## src/rtl/wbs_spi_bridge.sv

```systemverilog
// rtl/wbs_spi_bridge.sv - Pipelined Wishbone slave feeding SPI TX/RX FIFOs plus a config register bank
module wbs_spi_bridge #(
   parameter int reset_polarity_g = 0,
   parameter int data_width_g     = 8,
   parameter int blen_width_g     = 9,
   parameter int addr_width_g     = 10,
   parameter int reg_din_width_g  = 8,
   parameter int fifo_log_g       = 4
) (
   input  logic                       clock,
   input  logic                       rst,
   input  logic                       wbs_cyc_i,
   input  logic                       wbs_stb_i,
   input  logic                       wbs_we_i,
   input  logic [addr_width_g-1:0]    wbs_adr_i,
   input  logic [blen_width_g-1:0]    wbs_tga_i,
   input  logic [data_width_g-1:0]    wbs_dat_i,
   input  logic                       wbs_tgc_i,
   input  logic                       wbs_tgd_i,
   output logic [data_width_g-1:0]    wbs_dat_o,
   output logic                       wbs_stall_o,
   output logic                       wbs_ack_o,
   output logic                       wbs_err_o,
   output logic [data_width_g-1:0]    tx_dout,
   output logic                       tx_tgd,
   output logic                       tx_valid,
   input  logic                       tx_ready,
   input  logic [data_width_g-1:0]    rx_din,
   input  logic                       rx_valid,
   output logic                       rx_ready,
   output logic                       cfg_cpol,
   output logic                       cfg_cpha,
   output logic [reg_din_width_g-1:0] cfg_div,
   output logic [reg_din_width_g-1:0] cfg_ss
);
   localparam int depth = 1 << fifo_log_g;
   localparam logic [fifo_log_g:0] full_cnt = (fifo_log_g + 1)'(depth);

   typedef enum logic [1:0] {IDLE, WR_DATA, RD_DATA, REG} state_t;

   logic rst_n;
   assign rst_n = (reset_polarity_g != 0) ? ~rst : rst;

   logic unused_adr;
   assign unused_adr = ^wbs_adr_i[addr_width_g-1:2];

   state_t                  state, state_nxt, target;
   logic [blen_width_g-1:0] cnt, cnt_nxt, eff_cnt;
   logic                    done, done_nxt;
   logic                    req, beat, overrun, reg_hit, reg_bad;
   logic                    tx_push, tx_pop, tx_full, tx_empty;
   logic                    rx_push, rx_pop, rx_full, rx_empty;
   logic [fifo_log_g:0]     tx_wptr, tx_rptr, rx_wptr, rx_rptr;
   logic [data_width_g:0]   tx_mem [depth];
   logic [data_width_g-1:0] rx_mem [depth];
   logic [reg_din_width_g-1:0] reg0;

   // TX FIFO carries {tgd, data}; pointers have one extra bit to tell full from empty
   assign tx_empty = (tx_wptr == tx_rptr);
   assign tx_full  = ((tx_wptr - tx_rptr) == full_cnt);
   assign tx_valid = !tx_empty;
   assign tx_pop   = tx_valid & tx_ready;
   assign {tx_tgd, tx_dout} = tx_mem[tx_rptr[fifo_log_g-1:0]];

   assign rx_empty = (rx_wptr == rx_rptr);
   assign rx_full  = ((rx_wptr - rx_rptr) == full_cnt);
   assign rx_ready = !rx_full;
   assign rx_push  = rx_valid & rx_ready;

   always_ff @(posedge clock) begin
      if (tx_push) tx_mem[tx_wptr[fifo_log_g-1:0]] <= {wbs_tgd_i, wbs_dat_i};
      if (rx_push) rx_mem[rx_wptr[fifo_log_g-1:0]] <= rx_din;
   end

   always_ff @(posedge clock or negedge rst_n) begin
      if (!rst_n) begin
         tx_wptr <= '0;
         tx_rptr <= '0;
         rx_wptr <= '0;
         rx_rptr <= '0;
      end else begin
         if (tx_push) tx_wptr <= tx_wptr + 1'b1;
         if (tx_pop)  tx_rptr <= tx_rptr + 1'b1;
         if (rx_push) rx_wptr <= rx_wptr + 1'b1;
         if (rx_pop)  rx_rptr <= rx_rptr + 1'b1;
      end
   end

   always_ff @(posedge clock or negedge rst_n) begin
      if (!rst_n) begin
         state <= IDLE;
         cnt   <= '0;
         done  <= 1'b0;
      end else begin
         state <= state_nxt;
         cnt   <= cnt_nxt;
         done  <= done_nxt;
      end
   end

   // In IDLE the first beat is decoded straight from the bus so it can be taken without a bubble
   always_comb begin
      target      = state;
      if (state == IDLE) begin
         if (wbs_tgc_i)     target = REG;
         else if (wbs_we_i) target = WR_DATA;
         else               target = RD_DATA;
      end
      req         = wbs_cyc_i & wbs_stb_i;
      wbs_stall_o = 1'b0;
      if (!done && (req || state != IDLE))
         wbs_stall_o = ((target == WR_DATA) & tx_full) | ((target == RD_DATA) & rx_empty);
      beat        = req & !wbs_stall_o & !done;
      overrun     = req & done;
      reg_hit     = beat & (target == REG);
      reg_bad     = reg_hit & (wbs_adr_i[1:0] == 2'd3);
      tx_push     = beat & (target == WR_DATA);
      rx_pop      = beat & (target == RD_DATA);
      eff_cnt     = (state == IDLE) ? wbs_tga_i : cnt;

      state_nxt = state;
      cnt_nxt   = cnt;
      done_nxt  = done;
      if (!wbs_cyc_i) begin
         state_nxt = IDLE;
         cnt_nxt   = '0;
         done_nxt  = 1'b0;
      end else if (beat) begin
         if (eff_cnt == '0) begin
            state_nxt = IDLE;
            cnt_nxt   = '0;
            done_nxt  = 1'b1;
         end else begin
            state_nxt = target;
            cnt_nxt   = eff_cnt - 1'b1;
         end
      end else if (state == IDLE && req && !done) begin
         state_nxt = target;
         cnt_nxt   = wbs_tga_i;
      end
   end

   always_ff @(posedge clock or negedge rst_n) begin
      if (!rst_n) begin
         wbs_ack_o <= 1'b0;
         wbs_err_o <= 1'b0;
         wbs_dat_o <= '0;
         reg0      <= '0;
         cfg_div   <= reg_din_width_g'(4);
         cfg_ss    <= '1;
      end else begin
         wbs_ack_o <= beat & !reg_bad;
         wbs_err_o <= overrun | reg_bad;
         if (rx_pop) begin
            wbs_dat_o <= rx_mem[rx_rptr[fifo_log_g-1:0]];
         end else if (reg_hit && !wbs_we_i) begin
            case (wbs_adr_i[1:0])
               2'd0:    wbs_dat_o <= data_width_g'(reg0);
               2'd1:    wbs_dat_o <= data_width_g'(cfg_div);
               2'd2:    wbs_dat_o <= data_width_g'(cfg_ss);
               default: wbs_dat_o <= wbs_dat_o;
            endcase
         end
         if (reg_hit && wbs_we_i) begin
            case (wbs_adr_i[1:0])
               2'd0:    reg0    <= reg_din_width_g'(wbs_dat_i);
               2'd1:    cfg_div <= reg_din_width_g'(wbs_dat_i);
               2'd2:    cfg_ss  <= reg_din_width_g'(wbs_dat_i);
               default: reg0    <= reg0;
            endcase
         end
      end
   end

   assign cfg_cpol = reg0[0];
   assign cfg_cpha = reg0[1];
endmodule

```

## config.mk

```make
export PLATFORM = sky130hd
export DESIGN_NAME = wbs_spi_bridge
export DESIGN_NICKNAME = d
export VERILOG_FILES = /design/src/rtl/wbs_spi_bridge.sv
export SDC_FILE = /design/constraint.sdc
export NUM_CORES = 1
export LEC_CHECK = 0
export ABC_AREA = 0
export BUFFER_PORTS_ARGS = -buffer_cell sky130_fd_sc_hd__buf_2
export CAP_MARGIN = 20
export CELL_PAD_IN_SITES_DETAIL_PLACEMENT = 1
export CELL_PAD_IN_SITES_GLOBAL_PLACEMENT = 2
export CORE_MARGIN = 4
export CORE_UTILIZATION = 35
export CTS_CLUSTER_SIZE = 14
export DETAILED_ROUTE_END_ITERATION = 12
export GPL_TIMING_DRIVEN = 0
export PLACE_DENSITY = 0.69
export SLEW_MARGIN = 20
export SYNTH_ARGS = -nofsm -noshare
export SYNTH_HDL_FRONTEND = slang
export SYNTH_SLANG_ARGS = --single-unit
```

## constraint.sdc

```tcl
create_clock -name clock -period 4.8 [get_ports clock]
set_input_delay 0.24 -clock clock [delete_from_list [all_inputs] [get_ports clock]]
set_output_delay 0.24 -clock clock [all_outputs]
set_load 0.02 [all_outputs]
```

==> impl_metrics.toml <==
[run_status]
status = "completed"

[route]
firstDrtPassIters = 5
dr.first_iter.drc_count = 443
post_drt_via_cell_ratio = 5.18
detail-route-antenna-nets = 0
vias = 7817
route.detailed.wl_per_inst_microns = 23.2
finalWirelength_microns = 35000
drt_drc_violations_left = 0

[clocking]
cts.sinks = 338
clock_latency_ps = 540
tritoncts = "done"
cts_inserted_buffers = 38
cts_max_level = 2
cts.root.buffer_cell = "sky130_fd_sc_hd__clkbuf_16"
path_clk_slew_ps = 60
cts_buffer_depth = 3

[sta]
setup_tns_ps = 0
hold_ws_ps = 29.2
final_min_period_over_clock_period_pct = 91.1
setup_violations = 0
maxSlewViolCount = 0
rsz0062_at_grt = "no"
final-hold-violation-count = 0
timing_worst_slew_pin_value_ps = 1020
worst_clock_skew_ps = 13.7
post_route_minimum_period_ps = 4370
fmax_ghz = 0.229
worst_slew_margin_rel_pct = 31.6
postLayoutSetupSlackWorst_ps = 428

[die]
start_util_pct = 35.4
dieHeight_microns = 211
io-pin-count = 84
placement_rows = 74
floorplan.die.width_microns = 211
core_region_area_sq_um = 40700
die_area_sq_um = 44500

[yosys]
post_synth_instance_area_sq_um = 14400
yosys_register_bits = 338
ys_top_cells_by_area = "sky130_fd_sc_hd__edfxtp_1 57%, sky130_fd_sc_hd__mux4_2 12%, sky130_fd_sc_hd__dfrtp_1 9.9%"
synth.yosys.seq_area_share_pct = 68.2
post_synth_num_cell_types = 66
synth-edff-count = 272
synth_ff_type = "sky130_fd_sc_hd__edfxtp_1"
mappedNetlistNets = 892
netlist.top_cell.by_area = "sky130_fd_sc_hd__edfxtp_1"
post_synth.cell_area_avg_sq_um = 17.5
ys_warnings = 0
synth_top_area_share_pct = 56.7
synthesis.instances = 825
asyncSetResetFlopFracSynth_pct = 19.5

[critical_path]
arrival_ps = 4550
worstPathRequired_ps = 4970
cp_max_fo = 10
worst_setup_path_start_kind = "flip-flop"
slowest_stage = "sky130_fd_sc_hd__dfrtp_1"
worst_setup_path_end_kind = "flip-flop"
critPathMaxStageDelay_ps = 660
cell_chain_critical_path = "buf_2 > clkinv_1 > ha_1 > nand4_1 > nor2_1 > a21boi_0 > o211ai_2 > nor3_1 > and2_1"
path_class = "flip-flop to flip-flop"

[finish]
antenna_cells_inserted = 0
mostFrequentLayoutCell = "sky130_fd_sc_hd__edfxtp_1"
drive_above_1_share_pct = 30.9
fillCellCount = 4052
finalNetCount = 1015
flow.area_growth_from_synthesis_pct = 16.5
mostFrequentLayoutCells = "272 x sky130_fd_sc_hd__edfxtp_1, 87 x sky130_fd_sc_hd__buf_2, 77 x sky130_fd_sc_hd__mux4_2"

[pwr]
pwr-share-clk_pct = 28.7
pwr_density_cell_nw_per_um2 = 578
irDropWorstVdd_mv = 0.340
switchingPower_w = 0.00325
p_int_w = 0.00645
switching_share_pct = 33.5
power_frac_comb_pct = 32.0
power_frac_seq_pct = 39.2
leakage_power_figure_nw = 5.93

[worst_hold_path]
hp-class = "input port to flip-flop"

[global_route]
initial_antenna_violation_count = 0
grt_pass1_vias = 8388
global_route.overflow_total = 0
gr-usage-all-layers_pct = 15.9
grt_first_pass_wirelength_microns = 53700
grt_start_max_net_pins = 48

[placed_design]
numPortBuffers = 74
detailedPlacementHpwl_microns = 24200
place.gp.congestion = 0.749
pre_cts_slack_ps = 200

[flow_run]
drv.max_cap_violation_count = 0
[critical path: cells and delay by family (launching register included)]
family	cells	cell delay, ps
DFF	1	660
adders and majority gates	1	450
AOI/OAI and AO/OA	2	800
and+or+nand+nor	4	1270
buffers and inverters	2	800
[worst paths after layout]
kind / start / end / slack [ps] / depth (start not counted)
setup reg to reg: rx_rptr[2] / tx_mem[0][6] / 430 / 9
max in group asynchronous: rst / cfg_ss[1] / 4030 / 3
min in group asynchronous: rst / rx_wptr[3] / 160 / 2
hold / removal: wbs_tga_i[7] / cnt[7] / 30 / 3
setup / recovery: rx_rptr[2] / tx_mem[0][6] / 430 / 9
hold reg to reg: wbs_dat_o[1] / wbs_dat_o[1] / 500 / 1
[power by group through the flow]
stage / clock network (W) / logic, W / registers, W
6_report: 0.00279 / 0.00311 / 0.00381
5_1_grt: 0.00302 / 0.00341 / 0.00385
2_1_floorplan: 0 / 0.00216 / 0.00387
3_3_place_gp: 0 / 0.00314 / 0.00383
3_5_place_dp: 0 / 0.00319 / 0.00385
4_1_cts: 0.00287 / 0.00320 / 0.00380
[cells by family after synthesis]
group           count (synthesis)  share of synthesized area [%]
mux                           126                           15.7
flops                         338                           68.2
compound gates                 84                           4.59
fa+ha+maj                      23                           2.00
buf+inv                        60                           1.74
xor+xnor                       27                           1.74
simple gates                  167                           6.02
[sequential cells by signal, indices dropped and copies added (netlist names), 8 cells and up]
register,count
cnt,9
tx_mem,144
wbs_dat_o,8
cfg_ss,8
reg0,8
cfg_div,8
rx_mem,128
[cell usage after synthesis (9+ instances only)]
cell	number
sky130_fd_sc_hd__edfxtp_1	272
sky130_fd_sc_hd__mux4_2	77
sky130_fd_sc_hd__dfrtp_1	57
sky130_fd_sc_hd__nand2_1	52
sky130_fd_sc_hd__mux2_2	34
sky130_fd_sc_hd__o21ai_0	29
sky130_fd_sc_hd__nor2_1	25
sky130_fd_sc_hd__ha_1	23
sky130_fd_sc_hd__inv_1	22
sky130_fd_sc_hd__nand3_1	20
sky130_fd_sc_hd__xnor2_1	18
sky130_fd_sc_hd__and2_1	17
sky130_fd_sc_hd__clkbuf_1	16
sky130_fd_sc_hd__mux2i_1	15
sky130_fd_sc_hd__buf_2	14
sky130_fd_sc_hd__a22oi_1	10
sky130_fd_sc_hd__nand4_1	10
sky130_fd_sc_hd__dfstp_2	9
sky130_fd_sc_hd__nor3_1	9
[stage by stage]
stage	utilization, %	area (sq um)	power [W]	std cells
CTS	41.2	16800	0.00986	1511
global placement	37.9	15500	0.00698	1431
finish	41.2	16800	0.00971	1510
detailed placement	38.1	15500	0.00704	1435
floorplan	-	14400	0.00603	825
global route	41.2	16800	0.0103	1510
[routing by layer]
metal | vias to the layer above | global-route usage, % | wire length, microns
li1 | 3516 | - | -
met1 | 4122 | 20.9 | 15000
met2 | 135 | 27.9 | 18100
met3 | 44 | 2.39 | 1230
met4 | 0 | 3.91 | 661
met5 | - | 0 | 0
[cell type report]
cell class | instances | area (sq um) | area share (%)
buffer | 34 | 154 | 0.916
clock buffer | 45 | 977 | 5.82
clock inverter | 25 | 231 | 1.38
inverter | 25 | 93.8 | 0.559
multi-input combinational | 427 | 4360 | 25.9
sequential | 338 | 9830 | 58.5
tap | 532 | 666 | 3.96
timing repair buffer | 84 | 483 | 2.88
[repair_timing]
action | CTS | global route
hold endpoints to repair | 62 | 0
resized for setup | 0 | 4
hold buffers | 6 | 0
endpoints found under the setup margin | 0 | 69
buffers inserted | 0 | 0
No activity file was read; power rests on OpenSTA's default activity.
